File: config.mk
export PLATFORM = sky130hd
export DESIGN_NAME = adsr_envelope
export DESIGN_NICKNAME = d
export VERILOG_FILES = /design/src/rtl/fixed_point_pkg.sv /design/src/rtl/envelope_step.sv /design/src/rtl/adsr_envelope.sv
export SDC_FILE = /design/constraint.sdc
export NUM_CORES = 1
export LEC_CHECK = 0
export CELL_PAD_IN_SITES_DETAIL_PLACEMENT = 1
export CELL_PAD_IN_SITES_GLOBAL_PLACEMENT = 2
export CORE_MARGIN = 8
export CORE_UTILIZATION = 31
export CTS_CLUSTER_DIAMETER = 100
export DETAILED_ROUTE_END_ITERATION = 12
export GPL_TIMING_DRIVEN = 0
export MAX_ROUTING_LAYER = met4
export PLACE_DENSITY_LB_ADDON = 0.1
export SYNTH_ARGS = -nofsm -noshare
export SYNTH_HDL_FRONTEND = slang
export SYNTH_HIERARCHICAL = 1
export SYNTH_SLANG_ARGS = --single-unit
export TNS_END_PERCENT = 5
File: constraint.sdc
create_clock -name clk -period 6.2 [get_ports clk]
set_input_delay 0.62 -clock clk [delete_from_list [all_inputs] [get_ports clk]]
set_output_delay 0.62 -clock clk [all_outputs]
set_load 0.02 [all_outputs]
File: src/rtl/fixed_point_pkg.sv
// rtl/fixed_point_pkg.sv - Q11.20 fixed-point types and envelope state encoding
package fixed_point_pkg;

   localparam int FRAC_BITS = 20;

   typedef logic signed [31:0] fixed_t;
   typedef logic signed [32:0] wide_t;

   localparam fixed_t ONE = 32'sd1 <<< FRAC_BITS;

   typedef enum logic [2:0] {
      ST_IDLE    = 3'd0,
      ST_ATTACK  = 3'd1,
      ST_DECAY   = 3'd2,
      ST_SUSTAIN = 3'd3,
      ST_RELEASE = 3'd4
   } env_state_t;

   function automatic wide_t to_wide(input fixed_t x);
      return {x[31], x};
   endfunction

   // Negative rates are treated as "no movement".
   function automatic wide_t rate_wide(input fixed_t x);
      return x[31] ? '0 : {1'b0, x};
   endfunction

endpackage

File: src/rtl/envelope_step.sv
// rtl/envelope_step.sv - per-tick next stage and level, computed at 33 bits and clamped to [0, ONE]
module envelope_step
   import fixed_point_pkg::*;
#(
   parameter int FRAC_BITS = fixed_point_pkg::FRAC_BITS
) (
   input  env_state_t state_i,
   input  fixed_t     level_i,
   input  logic       gate_i,
   input  logic       gate_rise_i,
   input  fixed_t     attack_step_i,
   input  fixed_t     decay_step_i,
   input  fixed_t     sustain_level_i,
   input  fixed_t     release_step_i,
   output env_state_t state_o,
   output fixed_t     level_o
);

   localparam wide_t ONE_W = 33'sd1 <<< FRAC_BITS;

   wide_t level_w;
   wide_t sustain_w;
   wide_t sustain_clamped;
   wide_t attack_sum;
   wide_t decay_diff;
   wide_t release_diff;
   wide_t next_w;

   always_comb begin
      level_w      = to_wide(level_i);
      sustain_w    = to_wide(sustain_level_i);
      attack_sum   = level_w + rate_wide(attack_step_i);
      decay_diff   = level_w - rate_wide(decay_step_i);
      release_diff = level_w - rate_wide(release_step_i);

      if (sustain_w < 0)
         sustain_clamped = '0;
      else if (sustain_w > ONE_W)
         sustain_clamped = ONE_W;
      else
         sustain_clamped = sustain_w;
   end

   always_comb begin
      state_o = state_i;
      next_w  = level_w;

      if (gate_rise_i || (state_i == ST_ATTACK && gate_i)) begin
         // A retrigger keeps the current level and ramps up from it.
         if (attack_sum >= ONE_W) begin
            next_w  = ONE_W;
            state_o = ST_DECAY;
         end else begin
            next_w  = attack_sum;
            state_o = ST_ATTACK;
         end
      end else if (state_i == ST_RELEASE ||
                   (!gate_i && (state_i == ST_ATTACK || state_i == ST_DECAY ||
                                state_i == ST_SUSTAIN))) begin
         if (release_diff <= 0) begin
            next_w  = '0;
            state_o = ST_IDLE;
         end else begin
            next_w  = release_diff;
            state_o = ST_RELEASE;
         end
      end else begin
         case (state_i)
            ST_DECAY: begin
               if (decay_diff <= sustain_clamped) begin
                  next_w  = sustain_clamped;
                  state_o = ST_SUSTAIN;
               end else begin
                  next_w  = decay_diff;
               end
            end
            ST_SUSTAIN: next_w = sustain_clamped;
            default: begin
               next_w  = '0;
               state_o = ST_IDLE;
            end
         endcase
      end

      level_o = next_w[31:0];
   end

endmodule

File: src/rtl/adsr_envelope.sv
// rtl/adsr_envelope.sv - ADSR gain envelope: stage register, gate edge detect and registered outputs
module adsr_envelope
   import fixed_point_pkg::*;
#(
   parameter int FRAC_BITS = 20
) (
   input  logic               clk,
   input  logic               reset_n,
   input  logic               sample_tick,
   input  logic               gate,
   input  logic signed [31:0] attack_step,
   input  logic signed [31:0] decay_step,
   input  logic signed [31:0] sustain_level,
   input  logic signed [31:0] release_step,
   output logic signed [31:0] level,
   output logic               level_valid,
   output logic [2:0]         stage,
   output logic               active
);

   env_state_t state_q, state_d, step_state;
   fixed_t     level_q, level_d, step_level;
   logic       prev_gate_q, prev_gate_d;
   logic       valid_q, valid_d;

   envelope_step #(
      .FRAC_BITS(FRAC_BITS)
   ) u_step (
      .state_i        (state_q),
      .level_i        (level_q),
      .gate_i         (gate),
      .gate_rise_i    (gate && !prev_gate_q),
      .attack_step_i  (attack_step),
      .decay_step_i   (decay_step),
      .sustain_level_i(sustain_level),
      .release_step_i (release_step),
      .state_o        (step_state),
      .level_o        (step_level)
   );

   always_comb begin
      state_d     = state_q;
      level_d     = level_q;
      prev_gate_d = prev_gate_q;
      valid_d     = 1'b0;
      if (sample_tick) begin
         state_d     = step_state;
         level_d     = step_level;
         prev_gate_d = gate;
         valid_d     = 1'b1;
      end
   end

   // prev_gate clears on reset so the first gated tick afterwards is a rising edge.
   always_ff @(posedge clk or negedge reset_n) begin
      if (!reset_n) begin
         state_q     <= ST_IDLE;
         level_q     <= '0;
         prev_gate_q <= 1'b0;
         valid_q     <= 1'b0;
      end else begin
         state_q     <= state_d;
         level_q     <= level_d;
         prev_gate_q <= prev_gate_d;
         valid_q     <= valid_d;
      end
   end

   assign level       = level_q;
   assign level_valid = valid_q;
   assign stage       = state_q;
   assign active      = (state_q != ST_IDLE);

endmodule
==> impl_metrics.yaml <==
synth:
  synth_top_family_by_area: "compound AO/OA/AOI/OAI gates"
  synthMuxAreaShare_pct: 6.30
  synth.yosys.warnings: 6
  synth.most_common_cell: "sky130_fd_sc_hd__ha_1"
  synth-xor-area-share_pct: 7.45
  mean_cell_area_of_the_mapped_netlist_sq_um: 7.63
  synth-seq-cells: 37
  synth.top_cell.area_share_pct: 16.9
  synth-compound-area-share_pct: 28.6
  ys_top_cells_by_count: "sky130_fd_sc_hd__ha_1, sky130_fd_sc_hd__nand2_1, sky130_fd_sc_hd__a21oi_1, sky130_fd_sc_hd__nor2_1, sky130_fd_sc_hd__nand2b_1"
  synth.yosys.seq_area_share_pct: 10.1
  synth-edff-count: 0
  netlist.top_cell.by_area: "sky130_fd_sc_hd__ha_1"
  synth_adder_area_share_pct: 17.6
  synth_top_cells_by_area: "sky130_fd_sc_hd__ha_1, sky130_fd_sc_hd__dfrtp_1, sky130_fd_sc_hd__a21oi_1"
  syn_area_sq_mm: 0.00918
  synth.lib_cells_used.distinct: 95
  synth_flop_cell: "sky130_fd_sc_hd__dfrtp_1"
  async_flop_share_pct: 100
  synthSimpleGateAreaFrac_pct: 25.8
  syn-instance-count: 1202
final_layout:
  final_core_utilization_pct: 40.0
  flow.area_growth_from_synthesis_pct: 28.2
  num-nets-final: 1650
  instances_no_fill: 1782
  fill_cells: 3566
  antenna-diode-count: 0
  layout-drive-gt1-share_pct: 9.41
  postLayoutCellArea_sq_mm: 0.0118
floorplan:
  boundaryPins: 169
  die_outline_area_sq_mm: 0.0354
  design.core.area_sq_mm: 0.0294
  effective_utilization_at_floorplan_pct: 31.2
  rows: 63
  die-width_um: 188
  die_height_um: 188
global_routing:
  initial_antenna_violation_count: 0
  grt_first_pass_wirelength_mm: 60.4
  tot_gr_track_use_pct: 22.3
  grt_overflow: 0
  grt_start_max_net_pins: 38
  first_global_vias: 10006
sta:
  worst-slew-pin-transition_ps: 1030
  maxSlewHeadroom_pct: 30.8
  finalSetupViolations: 0
  setup-tns-final_ps: 0
  worst_case_clock_skew_ps: 3.43
  hold_viol_final: 0
  fmaxAchievable_mhz: 170
  max_slew_violation_count: 0
  final_worst_path_cycle_share_pct: 94.9
  finalWorstPathRequiredPeriod_ps: 5880
worst_setup_path:
  crit_type: "input port to flip-flop"
  worstReg2RegStart: "level[0]$_DFFE_PN0P_"
  crit_path_end: "level[9]$_DFFE_PN0P_"
  slack_of_the_worst_reg_to_reg_path_ps: 570
  worst-r2r-cell-count: 26
  cp_num_buf_inv: 5
  worst_r2r_endpoint: "level[9]$_DFFE_PN0P_"
  cp_slowest_stage_delay_ps: 470
  path_max_fanout: 10
  slowest_stage: "sky130_fd_sc_hd__o41a_1"
  worst_path_dominant_cell_family: "compound AO/OA/AOI/OAI gates"
  timing.critical_path.depth: 27
  arrival_ps: 6060
  timing.critical_path.to_type: "flip-flop"
  timing.critical_path.required_ps: 6380
  setup.worst_path.start: "decay_step[0]"
  setup.worst_path.start_class: "input port"
  critPathMostFrequentCell: "sky130_fd_sc_hd__buf_4"
placement:
  buffer_ports.inserted: 168
  globalplace.congestion: 0.896
  number_of_placed_instances_taps_included: 1769
  detailedPlacementHpwl_mm: 34.4
  postPlaceCellArea_sq_mm: 0.0114
run_status:
  outcome: "finished clean"
power:
  static_leakage_nw: 5.20
  vdd_drop_max_uv: 75.1
  totalPowerFinal_mw: 1.35
  power.density_mw_per_mm2: 115
clock_network:
  worst_setup_hold_path_clk_slew_ps: 60
  tritoncts.num_buffers: 5
  h-tree-depth: 2
  clock-sinks: 37
  cts.path.max_buffers: 2
  worst_skew_pair.late_latency_ps: 290
  cts_root_buffer: "sky130_fd_sc_hd__clkbuf_16"
  tritoncts: "built"
routing:
  route.detailed.drc: 0
  detailroute.via_count: 9972
  vias_per_cell: 5.60
  drt-total-wl_mm: 39.5
  detailedRoute.firstIterationViolations: 531
  route.detailed.wl_per_inst_um: 22.2
  dr.pass1.iters: 5
  ant_nets: 0
min_path:
  hp-class: "input port to async pin"
job:
  cap_violations: 0
worst min path at each step:
| stage | slack (ps) | cells after the start | to | startpoint |
|---|---|---|---|---|
| floorplan | 320 | 0 | level[0]$_DFFE_PN0P_ | reset_n |
| global placement | 500 | 1 | prev_gate_q$_DFFE_PN0P_ | prev_gate_q$_DFFE_PN0P_ |
| detailed placement | 500 | 1 | prev_gate_q$_DFFE_PN0P_ | prev_gate_q$_DFFE_PN0P_ |
| CTS | 470 | 1 | stage[2]$_DFFE_PN0P_ | reset_n |
| global route | 510 | 1 | stage[2]$_DFFE_PN0P_ | reset_n |
| finish | 440 | 1 | stage[2]$_DFFE_PN0P_ | reset_n |
area by class of cell:
type,count,area (sq um),area share [%]
Sequential cell,37,926,7.87
Buffer,44,280,2.38
Timing Repair Buffer,173,1720,14.6
Inverter,35,131,1.12
Clock buffer,6,129,1.10
Multi-Input combinational cell,1095,8080,68.7
Clock inverter,2,10.0,0.0851
Tap cell,390,488,4.15
through the flow:
step,hold WS (ps),worst slack (ps)
after global routing,514,-18.5
after floorplan,324,1040
after detailed placement,504,-958
final,444,319
after global placement,495,-948
after CTS,467,-7.08
worst reg2reg max path, cell delays in order (launching register included):
cell	delay (ps)
sky130_fd_sc_hd__dfrtp_1	440
sky130_fd_sc_hd__inv_1	190
sky130_fd_sc_hd__ha_2	230
sky130_fd_sc_hd__fa_2	230
sky130_fd_sc_hd__nor2b_1	60
sky130_fd_sc_hd__o2111a_1	240
sky130_fd_sc_hd__o41a_1	470
sky130_fd_sc_hd__o211ai_1	180
sky130_fd_sc_hd__buf_4	160
sky130_fd_sc_hd__nand3b_1	110
sky130_fd_sc_hd__a21o_1	210
sky130_fd_sc_hd__a21oi_2	200
sky130_fd_sc_hd__xnor2_2	120
sky130_fd_sc_hd__ha_1	320
sky130_fd_sc_hd__nand4_1	170
sky130_fd_sc_hd__nor2_2	170
sky130_fd_sc_hd__nand4_1	160
sky130_fd_sc_hd__buf_4	180
sky130_fd_sc_hd__o21bai_1	150
sky130_fd_sc_hd__o21ai_2	100
sky130_fd_sc_hd__a21o_1	200
sky130_fd_sc_hd__buf_4	150
sky130_fd_sc_hd__and3_1	180
sky130_fd_sc_hd__clkbuf_4	220
sky130_fd_sc_hd__a221oi_2	310
sky130_fd_sc_hd__o21ai_1	110
sky130_fd_sc_hd__mux2_4	260
registers in the layout, summed over array words and instances, names as in the netlist:
signal	count
stage	3
level_valid	1
level	32
prev_gate_q	1
where the power goes:
group	switching, mW	internal, mW
sequential	0.0224	0.251
combinational	0.468	0.355
clock	0.105	0.148
cells by family after synthesis:
group | count (synthesis)
other | 1
adders and majority gates | 127
muxes | 42
xor gates and xnor gates | 78
and+or+nand+nor | 451
AOI/OAI and AO/OA | 387
buffers and inverters | 79
DFF | 37
metal layers:
layer  wire [um]  part of all wire (%)  vias to the layer above  global-route usage [%]
met5           0                     0                        -                       -
met4         330                  0.83                        0                    3.30
met3        1220                   3.1                       17                    1.17
met2       17900                    45                      209                    35.1
met1       20100                    51                     4881                    31.5
li1            -                     -                     4865                       -
layout by cell type (no fill, tap or decap), drive strengths merged, types with 36 or more instances in the layout:
cell and n:
nand2 121, clkdlybuf4s50 166, xnor2 44, o21ai 82, mux2 36, nor2b 47, nor2 76, ha 124
a21o 40, nand2b 73, a21oi 116, dfrtp 37
what timing repair did:
action	CTS	global route
pin swaps	3	4
hold buffers	0	0
buffers inserted	3	2
hold endpoints to repair	0	0
gates resized for setup	23	22
endpoints found under the setup margin	31	30
cloned	0	0
Power figures use the tool's default switching activity.
